==> src/rtl/ex_shift_arbiter_if.sv <==
`default_nettype none
// ----------------------------------------------------------------------
// ex_shift_arbiter_if : two issue request ports plus the result port
// Rev 1.0
// ----------------------------------------------------------------------
interface ex_shift_arbiter_if #(
  parameter int XLEN  = 32,
  parameter int TAG_W = 5,
  parameter int SH_W  = 5
);
  logic             req0_valid;
  logic             req0_ready;
  logic [2:0]       req0_op;
  logic [XLEN-1:0]  req0_src1;
  logic [XLEN-1:0]  req0_src2;
  logic [SH_W-1:0]  req0_shamt;
  logic             req0_shamt_en;
  logic [TAG_W-1:0] req0_tag;

  logic             req1_valid;
  logic             req1_ready;
  logic [2:0]       req1_op;
  logic [XLEN-1:0]  req1_src1;
  logic [XLEN-1:0]  req1_src2;
  logic [SH_W-1:0]  req1_shamt;
  logic             req1_shamt_en;
  logic [TAG_W-1:0] req1_tag;

  logic             res_valid;
  logic             res_ready;
  logic [XLEN-1:0]  res_data;
  logic [TAG_W-1:0] res_tag;
  logic             res_src;

  modport master (
    output req0_valid, req0_op, req0_src1, req0_src2, req0_shamt, req0_shamt_en, req0_tag,
    input  req0_ready,
    output req1_valid, req1_op, req1_src1, req1_src2, req1_shamt, req1_shamt_en, req1_tag,
    input  req1_ready,
    input  res_valid, res_data, res_tag, res_src,
    output res_ready
  );

  modport slave (
    input  req0_valid, req0_op, req0_src1, req0_src2, req0_shamt, req0_shamt_en, req0_tag,
    output req0_ready,
    input  req1_valid, req1_op, req1_src1, req1_src2, req1_shamt, req1_shamt_en, req1_tag,
    output req1_ready,
    output res_valid, res_data, res_tag, res_src,
    input  res_ready
  );
endinterface
`default_nettype wire

==> src/rtl/ex_shift_arbiter.sv <==
`default_nettype none
// ----------------------------------------------------------------------
// ex_shift_arbiter : round-robin shared SLL/SRL/SRA unit, 1-entry result reg
// Rev 1.0
// ----------------------------------------------------------------------
module ex_shift_arbiter #(
  parameter int XLEN  = 32,
  parameter int TAG_W = 5,
  parameter int SH_W  = 5
) (
  input  logic              clk,
  input  logic              rst,
  input  logic              flush,
  ex_shift_arbiter_if.slave bus
);

  logic                    r_res_valid;
  logic [XLEN-1:0]         r_res_data;
  logic [TAG_W-1:0]        r_res_tag;
  logic                    r_res_src;
  logic                    r_last_grant;

  logic                    w_free;
  logic                    w_can_accept;
  logic                    w_gnt0;
  logic                    w_gnt1;
  logic                    w_ready0;
  logic                    w_ready1;
  logic                    w_accept;
  logic                    w_sel;
  logic [2:0]              w_op;
  logic [XLEN-1:0]         w_src1;
  logic [SH_W-1:0]         w_src2_lo;
  logic [SH_W-1:0]         w_shamt;
  logic                    w_shamt_en;
  logic [TAG_W-1:0]        w_tag;
  logic [SH_W-1:0]         w_amt;
  logic signed [XLEN-1:0]  w_sra;
  logic [XLEN-1:0]         w_result;

  assign w_free       = !r_res_valid || bus.res_ready;
  assign w_can_accept = w_free && !flush && !rst;

  // Under contention the requester that did not win last time is served.
  assign w_gnt0   = bus.req0_valid && (!bus.req1_valid || r_last_grant);
  assign w_gnt1   = bus.req1_valid && (!bus.req0_valid || !r_last_grant);
  assign w_ready0 = w_can_accept && w_gnt0;
  assign w_ready1 = w_can_accept && w_gnt1;
  assign w_accept = w_ready0 || w_ready1;
  assign w_sel    = w_gnt1;

  assign bus.req0_ready = w_ready0;
  assign bus.req1_ready = w_ready1;

  always_comb begin
    w_op       = bus.req0_op;
    w_src1     = bus.req0_src1;
    w_src2_lo  = bus.req0_src2[SH_W-1:0];
    w_shamt    = bus.req0_shamt;
    w_shamt_en = bus.req0_shamt_en;
    w_tag      = bus.req0_tag;
    if (w_sel) begin
      w_op       = bus.req1_op;
      w_src1     = bus.req1_src1;
      w_src2_lo  = bus.req1_src2[SH_W-1:0];
      w_shamt    = bus.req1_shamt;
      w_shamt_en = bus.req1_shamt_en;
      w_tag      = bus.req1_tag;
    end
  end

  // Register and immediate amounts are ORed; decode zeroes src2 for immediates.
  assign w_amt = w_src2_lo | (w_shamt & {SH_W{w_shamt_en}});
  assign w_sra = $signed(w_src1) >>> w_amt;

  always_comb begin
    w_result = '0;
    if (w_op[0]) w_result = w_result | (w_src1 << w_amt);
    if (w_op[1]) w_result = w_result | (w_src1 >> w_amt);
    if (w_op[2]) w_result = w_result | w_sra;
  end

  always_ff @(posedge clk) begin
    if (rst) begin
      r_res_valid  <= 1'b0;
      r_res_data   <= '0;
      r_res_tag    <= '0;
      r_res_src    <= 1'b0;
      r_last_grant <= 1'b1;
    end else if (flush) begin
      r_res_valid  <= 1'b0;
    end else if (w_accept) begin
      r_res_valid  <= 1'b1;
      r_res_data   <= w_result;
      r_res_tag    <= w_tag;
      r_res_src    <= w_sel;
      r_last_grant <= w_sel;
    end else if (bus.res_ready) begin
      r_res_valid  <= 1'b0;
    end
  end

  assign bus.res_valid = r_res_valid;
  assign bus.res_data  = r_res_data;
  assign bus.res_tag   = r_res_tag;
  assign bus.res_src   = r_res_src;

endmodule
`default_nettype wire

==> src/flat_wrapper.sv <==
// flat-port wrapper written by rule: the top's interface ports become plain ports
module ex_shift_arbiter_flat 
#(
  parameter int XLEN  = 32,
  parameter int TAG_W = 5,
  parameter int SH_W  = 5
)
  (clk, rst, flush, bus_req0_valid, bus_req0_op, bus_req0_src1, bus_req0_src2, bus_req0_shamt, bus_req0_shamt_en, bus_req0_tag, bus_req0_ready, bus_req1_valid, bus_req1_op, bus_req1_src1, bus_req1_src2, bus_req1_shamt, bus_req1_shamt_en, bus_req1_tag, bus_req1_ready, bus_res_valid, bus_res_data, bus_res_tag, bus_res_src, bus_res_ready);
  ex_shift_arbiter_if #(.XLEN(XLEN), .TAG_W(TAG_W), .SH_W(SH_W)) bus_i ();
  input  logic clk;
  input  logic rst;
  input  logic flush;
  input wire logic [$bits(bus_i.req0_valid)-1:0] bus_req0_valid;
  input wire logic [$bits(bus_i.req0_op)-1:0] bus_req0_op;
  input wire logic [$bits(bus_i.req0_src1)-1:0] bus_req0_src1;
  input wire logic [$bits(bus_i.req0_src2)-1:0] bus_req0_src2;
  input wire logic [$bits(bus_i.req0_shamt)-1:0] bus_req0_shamt;
  input wire logic [$bits(bus_i.req0_shamt_en)-1:0] bus_req0_shamt_en;
  input wire logic [$bits(bus_i.req0_tag)-1:0] bus_req0_tag;
  output wire logic [$bits(bus_i.req0_ready)-1:0] bus_req0_ready;
  input wire logic [$bits(bus_i.req1_valid)-1:0] bus_req1_valid;
  input wire logic [$bits(bus_i.req1_op)-1:0] bus_req1_op;
  input wire logic [$bits(bus_i.req1_src1)-1:0] bus_req1_src1;
  input wire logic [$bits(bus_i.req1_src2)-1:0] bus_req1_src2;
  input wire logic [$bits(bus_i.req1_shamt)-1:0] bus_req1_shamt;
  input wire logic [$bits(bus_i.req1_shamt_en)-1:0] bus_req1_shamt_en;
  input wire logic [$bits(bus_i.req1_tag)-1:0] bus_req1_tag;
  output wire logic [$bits(bus_i.req1_ready)-1:0] bus_req1_ready;
  output wire logic [$bits(bus_i.res_valid)-1:0] bus_res_valid;
  output wire logic [$bits(bus_i.res_data)-1:0] bus_res_data;
  output wire logic [$bits(bus_i.res_tag)-1:0] bus_res_tag;
  output wire logic [$bits(bus_i.res_src)-1:0] bus_res_src;
  input wire logic [$bits(bus_i.res_ready)-1:0] bus_res_ready;
  assign bus_i.req0_valid = bus_req0_valid;
  assign bus_i.req0_op = bus_req0_op;
  assign bus_i.req0_src1 = bus_req0_src1;
  assign bus_i.req0_src2 = bus_req0_src2;
  assign bus_i.req0_shamt = bus_req0_shamt;
  assign bus_i.req0_shamt_en = bus_req0_shamt_en;
  assign bus_i.req0_tag = bus_req0_tag;
  assign bus_req0_ready = bus_i.req0_ready;
  assign bus_i.req1_valid = bus_req1_valid;
  assign bus_i.req1_op = bus_req1_op;
  assign bus_i.req1_src1 = bus_req1_src1;
  assign bus_i.req1_src2 = bus_req1_src2;
  assign bus_i.req1_shamt = bus_req1_shamt;
  assign bus_i.req1_shamt_en = bus_req1_shamt_en;
  assign bus_i.req1_tag = bus_req1_tag;
  assign bus_req1_ready = bus_i.req1_ready;
  assign bus_res_valid = bus_i.res_valid;
  assign bus_res_data = bus_i.res_data;
  assign bus_res_tag = bus_i.res_tag;
  assign bus_res_src = bus_i.res_src;
  assign bus_i.res_ready = bus_res_ready;
  ex_shift_arbiter #(.XLEN(XLEN), .TAG_W(TAG_W), .SH_W(SH_W)) u_core (.clk(clk), .rst(rst), .flush(flush), .bus(bus_i));
endmodule
==> config.mk <==
export PLATFORM = sky130hd
export DESIGN_NAME = ex_shift_arbiter_flat
export DESIGN_NICKNAME = d
export VERILOG_FILES = /design/src/rtl/ex_shift_arbiter_if.sv /design/src/rtl/ex_shift_arbiter.sv /design/src/flat_wrapper.sv
export SDC_FILE = /design/constraint.sdc
export NUM_CORES = 1
export LEC_CHECK = 0
export BUFFER_PORTS_ARGS = -buffer_cell sky130_fd_sc_hd__buf_2
export CAP_MARGIN = 20
export CELL_PAD_IN_SITES_DETAIL_PLACEMENT = 1
export CELL_PAD_IN_SITES_GLOBAL_PLACEMENT = 2
export CORE_MARGIN = 4
export CORE_UTILIZATION = 25
export DETAILED_ROUTE_END_ITERATION = 7
export PLACE_DENSITY_LB_ADDON = 0.1
export SYNTH_ARGS = -nofsm -noshare
export SYNTH_HDL_FRONTEND = slang
export SYNTH_SLANG_ARGS = --single-unit
==> constraint.sdc <==
create_clock -name clk -period 2.8 [get_ports clk]
set_input_delay 0.28 -clock clk [delete_from_list [all_inputs] [get_ports clk]]
set_output_delay 0.28 -clock clk [all_outputs]
set_load 0.1 [all_outputs]
Word level (Yosys, flattened, before mapping)
Cells that the tools add are included.
{"block": "totals", "regBits": 40, "in_bits": 162, "output_inout_bits": 41, "elab_cells": 43}
{"block": "op_classes", "n_shift": 3, "mux": 11, "bitwise_logic": 5, "n_reduce_logical": 19}
{"cell": "$mux 32", "count": 4}
{"cell": "$or 32x32->32", "count": 2}
{"cell": "$shl 32x5->32", "count": 1}
{"cell": "$shr 32x5->32", "count": 1}
{"cell": "$sshr 32x5->32", "count": 1}
{"cell": "$mux 5", "count": 3}
{"cell": "$logic_and 1x1->1", "count": 6}
{"cell": "$logic_not 1->1", "count": 6}
{"cell": "$and 5x5->5", "count": 1}
{"cell": "$or 5x5->5", "count": 1}
{"cell": "$logic_or 1x1->1", "count": 4}
{"cell": "$mux 1", "count": 3}
{"cell": "$mux 3", "count": 1}
{"cell": "$reduce_and 2->1", "count": 1}
{"cell": "$reduce_bool 2->1", "count": 1}
{"cell": "$reduce_or 2->1", "count": 1}
{"cell": "$not 1->1", "count": 1}

Longest topological paths before layout
{"block": "logic_depth", "depth_word": 12, "ltp_mapped": 12, "depth_no_buf": 7}

Least setup slack after synthesis
Ideal clock, no wire load.
{"block": "synth_path", "kind": "register to output", "from": "reg u_core.r_last_grant", "to": "out bus_req1_ready", "arrival_time_ns": 2.522, "required_time_ns": 2.520, "slack_ns": -0.002, "path_stages_with_launch": 8, "cell_sequence": "dfxtp_1 > a21bo_1 > buf_6 > buf_12 > buf_8 > buf_6 > buf_2 > nor2_1"}
{"block": "synth_between", "elab_chain_cells": 4}
{"item": "start, declared", "line_no": "ex_shift_arbiter.sv:21", "text": "logic r_last_grant;"}
{"item": "start signal, assigned", "line_no": "ex_shift_arbiter.sv:97", "text": "r_last_grant <= w_sel;"}
{"item": "$logic_not 1->1", "line_no": "ex_shift_arbiter.sv:46", "text": "assign w_gnt1 = bus.req1_valid && (!bus.req0_valid || !r_last_grant);"}
{"item": "$logic_or 1x1->1", "line_no": "ex_shift_arbiter.sv:46"}
{"item": "$logic_and 1x1->1", "line_no": "ex_shift_arbiter.sv:46"}
{"item": "$logic_and 1x1->1", "line_no": "ex_shift_arbiter.sv:48", "text": "assign w_ready1 = w_can_accept && w_gnt1;"}
{"item": "end, declared", "line_no": "flat_wrapper.sv:28", "text": "output wire logic [$bits(bus_i.req1_ready)-1:0] bus_req1_ready;"}
No other way between the ends.

Final worst setup path
{"block": "layout_path", "from": "reg u_core.r_last_grant", "to": "reg u_core.r_res_data[26], in the netlist u_core.bus.res_data[26]"}
{"block": "layout_between", "elab_chain_cells": 12}
{"item": "$logic_not 1->1", "line_no": "ex_shift_arbiter.sv:46"}
{"item": "$logic_or 1x1->1", "line_no": "ex_shift_arbiter.sv:46"}
{"item": "$logic_and 1x1->1", "line_no": "ex_shift_arbiter.sv:46"}
{"item": "$mux 5 / $mux 1 (equally long branches)", "line_no": "ex_shift_arbiter.sv:62", "text": "if (w_sel) begin"}
{"item": "$and 5x5->5", "line_no": "ex_shift_arbiter.sv:73", "text": "assign w_amt = w_src2_lo | (w_shamt & {SH_W{w_shamt_en}});"}
{"item": "$or 5x5->5", "line_no": "ex_shift_arbiter.sv:73"}
{"item": "$shl 32x5->32", "line_no": "ex_shift_arbiter.sv:78", "text": "if (w_op[0]) w_result = w_result | (w_src1 << w_amt);"}
{"item": "$mux 32", "line_no": "ex_shift_arbiter.sv:78"}
{"item": "$or 32x32->32", "line_no": "ex_shift_arbiter.sv:79", "text": "if (w_op[1]) w_result = w_result | (w_src1 >> w_amt);"}
{"item": "$mux 32", "line_no": "ex_shift_arbiter.sv:79"}
{"item": "$or 32x32->32", "line_no": "ex_shift_arbiter.sv:80", "text": "if (w_op[2]) w_result = w_result | w_sra;"}
{"item": "$mux 32", "line_no": "ex_shift_arbiter.sv:80"}
{"item": "end signal, assigned", "line_no": "ex_shift_arbiter.sv:94", "text": "r_res_data <= w_result;"}
{"item": "end, declared", "line_no": "ex_shift_arbiter.sv:18", "text": "logic [XLEN-1:0] r_res_data;"}
Parallel ways exist; a longest one is shown, timed or not.
A chain may end at the register's enable or synchronous reset.

==> results summary <==
The flow ran to the end, and the final reports show no timing, DRC or antenna violations. The arrival time of data at the critical path endpoint came out at 3.00 ns. The final standard cell utilization of the core is 38.68%. The final routed wirelength across all metal layers is 39.48 mm. The post-synthesis sequential area ratio came out at 11.89%. The startpoint identified for the worst register-to-register timing path is u_core.r_last_grant. For this design, the slowest cell found on the critical path is sky130_fd_sc_hd__mux4_2. The via count of the first global-routing pass came out at 9068. The critical path contains buffers and inverters numbering 2 combined. The largest total area in the synthesized netlist belongs to sky130_fd_sc_hd__mux2i_1. The total of buffers placed on input and output ports came out at 148.

Following the worst setup path forward leads to its endpoint at u_core.bus.res_data[26]. The starting density of the core is 25.62%. Dividing the detail-routed wire length by the instance count gives 25.33 µm. The I/O pin count is 203.

The die extent in y is 172.1 µm. The worst register-to-register path ends at u_core.bus.res_data[26]. The required time of the worst setup path came out at 3.00 ns.

The die covers 0.02963 mm². The root buffer cell chosen for the clock tree is sky130_fd_sc_hd__clkbuf_16. In this run, synthesis inferred 0 flip-flops with an integrated enable. The critical path starts at u_core.r_last_grant. The largest vdd supply drop is 0.1925 mV.

The count of maximum capacitance violations came out at 0. The clock-pin slew on the worst setup and hold paths came out at 0.06 ns. TritonCTS created 5 clock buffers. The leftover overflow at the end of global routing came out at 0.

The total number of vias came out at 9051. In this run the register-to-register setup slack is 0.0002 ns. Compared with the post-synthesis result, the final layout area differs by 50.95%.

The setup path with the least slack is of type flip-flop to flip-flop. In the synthesized netlist the dominant register cell turns out to be sky130_fd_sc_hd__dfxtp_1. Ranked by total cell area, the synthesized netlist is headed by sky130_fd_sc_hd__mux2i_1, sky130_fd_sc_hd__dfxtp_1, sky130_fd_sc_hd__a211oi_1. The via density per instance came out at 5.806.

The number of stages on the worst setup path came out at 9. Measured in cells, the most critical reg-to-reg path has a length of 9. The net count after synthesis came out at 1041. The final-stage net count came out at 1384. The floorplan has 59 rows. After legalization and detailed placement, the total HPWL measured 32.27 mm. The transition time of the tightest slew-check pin is 0.5663 ns. The routability congestion estimate from global placement came out at 0.9521. Among cell families on the critical path, the largest total delay comes from compound AO/OA/AOI/OAI gates. The critical path's largest stage delay came out at 0.53 ns. The total of endpoints with negative setup slack in the final report came out at 0. Across the routed clock network, the largest skew measured is 0.003201 ns. CTS built an H-tree with a depth of 2. The leakage power figure is 4.308 nW.

The worst setup path is captured at a flip-flop. Synthesis inferred 40 register bits. The worst setup path is launched from a flip-flop. The fraction of final layout cells with drive strength greater than 1 is 44.48%.

TritonCTS built the clock tree. The maximum clock rate came out at 0.3572 GHz. The maximum buffer depth of the clock tree came out at 2.

The path class of the tightest hold or removal check is input pin to flip-flop. The number of clock sinks is 40. By instance count, the leading cell after synthesis is sky130_fd_sc_hd__nand2_1. In this run the tightest slew margin relative to its limit is 61.16%. The number of distinct standard cells referenced by the synthesized netlist is 74. The cell area after placement is 0.009533 mm². The post-layout minimum cycle time came out at 2.800 ns. The number of failing hold endpoints at the final stage is 0.

The core footprint is 0.02628 mm². Entering global routing, the biggest net connects 42 pins. The power density over the cells came out at 418.7 mW/mm². The fraction of post-synthesis cell area in the top cell type by area is 12.19%. After synthesis the cells add up to 0.006734 mm². The final cycle utilization of the critical path came out at 99.99%. The mean cell area of the mapped netlist came out at 7.661 µm². The clock latency on the worst-skew pair came out at 0.28 ns. Once layout is done, the placed cells without fillers occupy 0.01016 mm². The accumulated negative setup slack came out at 0 ns.

The initial antenna violation count came out at 1. The detail route stage leaves a number of antenna-violating nets equal to 0. The number of search-and-repair iterations in the first detailed-routing pass came out at 5. The initial detailed-routing violation count came out at 732. The detailed-route DRC error count came out at 0.

The count of final max-slew check failures is 0. The signal on the critical path passes through a21bo_4, mux2i_4, buf_12, buf_8, mux4_2, nand2b_1, o2111ai_2, o211ai_1, a311oi_2. The total number of yosys warnings is 0. Setup repair after global routing could not meet its margin everywhere. After synthesis, the most frequently instantiated cells are sky130_fd_sc_hd__nand2_1, sky130_fd_sc_hd__mux2i_1, sky130_fd_sc_hd__a21oi_1, sky130_fd_sc_hd__nor2_1, sky130_fd_sc_hd__a211oi_1. The number of hold buffers added after CTS was 0. The post-route total power came out at 4.256 mW. The die is 172.1 µm wide. The total routing usage reported by global routing is 25.55%. The async set or reset register ratio after synthesis came out at 0%. The first-pass GRT wire length is 58.17 mm. The worst-path maximum fanout is 9. The post-synthesis instance total is 879.
==> flip-flops by register name (all words and copies together), names as in the netlist <==
signal and cells:
u_core.bus.res_valid 1, u_core.bus.res_tag 5, u_core.r_last_grant 1, u_core.bus.res_src 1, u_core.bus.res_data 32
==> cell families (layout without fill, tap and decap cells) <==
group           Yosys count  after routing  synth area share [%]
compound gates          381            382                 42.53
buf+inv                  85            428                 7.562
flops                    40             40                 11.89
mux                     110            110                 20.36
other cells               0              1                     0
simple gates            263            263                 17.65
==> how the worst min path moves through the flow <==
| stage | start | end | slack [ns] | cells past startpoint |
|---|---|---|---|---|
| after floorplan | bus_req1_tag[0] | u_core.bus.res_tag[0] | 0.44 | 2 |
| after global placement | u_core.bus.res_data[12] | u_core.bus.res_data[12] | 0.44 | 2 |
| after detailed placement | u_core.bus.res_data[7] | u_core.bus.res_data[7] | 0.45 | 2 |
| after CTS | bus_req1_tag[4] | u_core.bus.res_tag[4] | 0.25 | 3 |
| after global routing | bus_req1_tag[3] | u_core.bus.res_tag[3] | 0.26 | 3 |
| final | bus_req1_tag[4] | u_core.bus.res_tag[4] | 0.26 | 3 |
==> routing by layer <==
layer | vias to the layer above | global-route usage (%) | routed length, µm
met1 | 4481 | 38.53 | 19080
met4 | 0 | 4.819 | 605
met3 | 23 | 2.195 | 2187
met2 | 318 | 39.95 | 17610
li1 | 4229 | - | -
met5 | - | 0 | 0
==> cell usage in the layout (no fill, tap or decap), types with 27 or more instances in the layout <==
master                     netlist  final
sky130_fd_sc_hd__buf_4          22    246
sky130_fd_sc_hd__nor3_1         33     30
sky130_fd_sc_hd__a221oi_1       36     27
sky130_fd_sc_hd__a21oi_1        80     76
sky130_fd_sc_hd__mux2i_1        82     78
sky130_fd_sc_hd__nand2_1       107    105
sky130_fd_sc_hd__o21ai_0        33     31
sky130_fd_sc_hd__dfxtp_1        40     39
sky130_fd_sc_hd__nor2_1         59     55
sky130_fd_sc_hd__buf_2          30    148
sky130_fd_sc_hd__a211oi_1       58     46
==> what timing repair did <==
action	in CTS	in global routing
setup endpoints to repair	21	31
gates resized for setup	12	61
setup buffers	2	9
cloned	1	1
pin swaps	3	9
==> area by class of cell <==
cell class | instances | area [µm²]
antenna | 1 | 2.502
timing repair buffer | 416 | 3000
clock buffer | 6 | 138.9
clock inverter | 2 | 10.01
multi-input combinational | 755 | 5774
inverter | 4 | 15.01
fill | 3278 | 16120
sequential | 40 | 804.5
tap | 335 | 419.2
==> report_power, final <==
group	leakage (nW)	internal [mW]	switching [mW]
Sequential	0.329	0.619	0.0273
Clock	0.0766	0.351	0.236
Combinational	3.90	1.15	1.87
==> stage by stage <==
stage | instances | worst slack (ns) | hold slack [ns]
final | 1559 | 0.0001750 | 0.2585
after global routing | 1559 | -0.06952 | 0.2617
after CTS | 1548 | 0.001669 | 0.2510
after detailed placement | 1537 | -0.3765 | 0.4470
after global placement | 1537 | -0.3856 | 0.4419
after floorplan | 879 | 0.4479 | 0.4396
==> worst reg2reg max path, stage by stage (launching register included) <==
cell and delay [ns]:
sky130_fd_sc_hd__dfxtp_4 0.40, sky130_fd_sc_hd__a21bo_4 0.30, sky130_fd_sc_hd__mux2i_4 0.34, sky130_fd_sc_hd__buf_12 0.18
sky130_fd_sc_hd__buf_8 0.15, sky130_fd_sc_hd__mux4_2 0.54, sky130_fd_sc_hd__nand2b_1 0.17, sky130_fd_sc_hd__o2111ai_2 0.11
sky130_fd_sc_hd__o211ai_1 0.21, sky130_fd_sc_hd__a311oi_2 0.31
No activity file was read; power rests on OpenSTA's default activity.
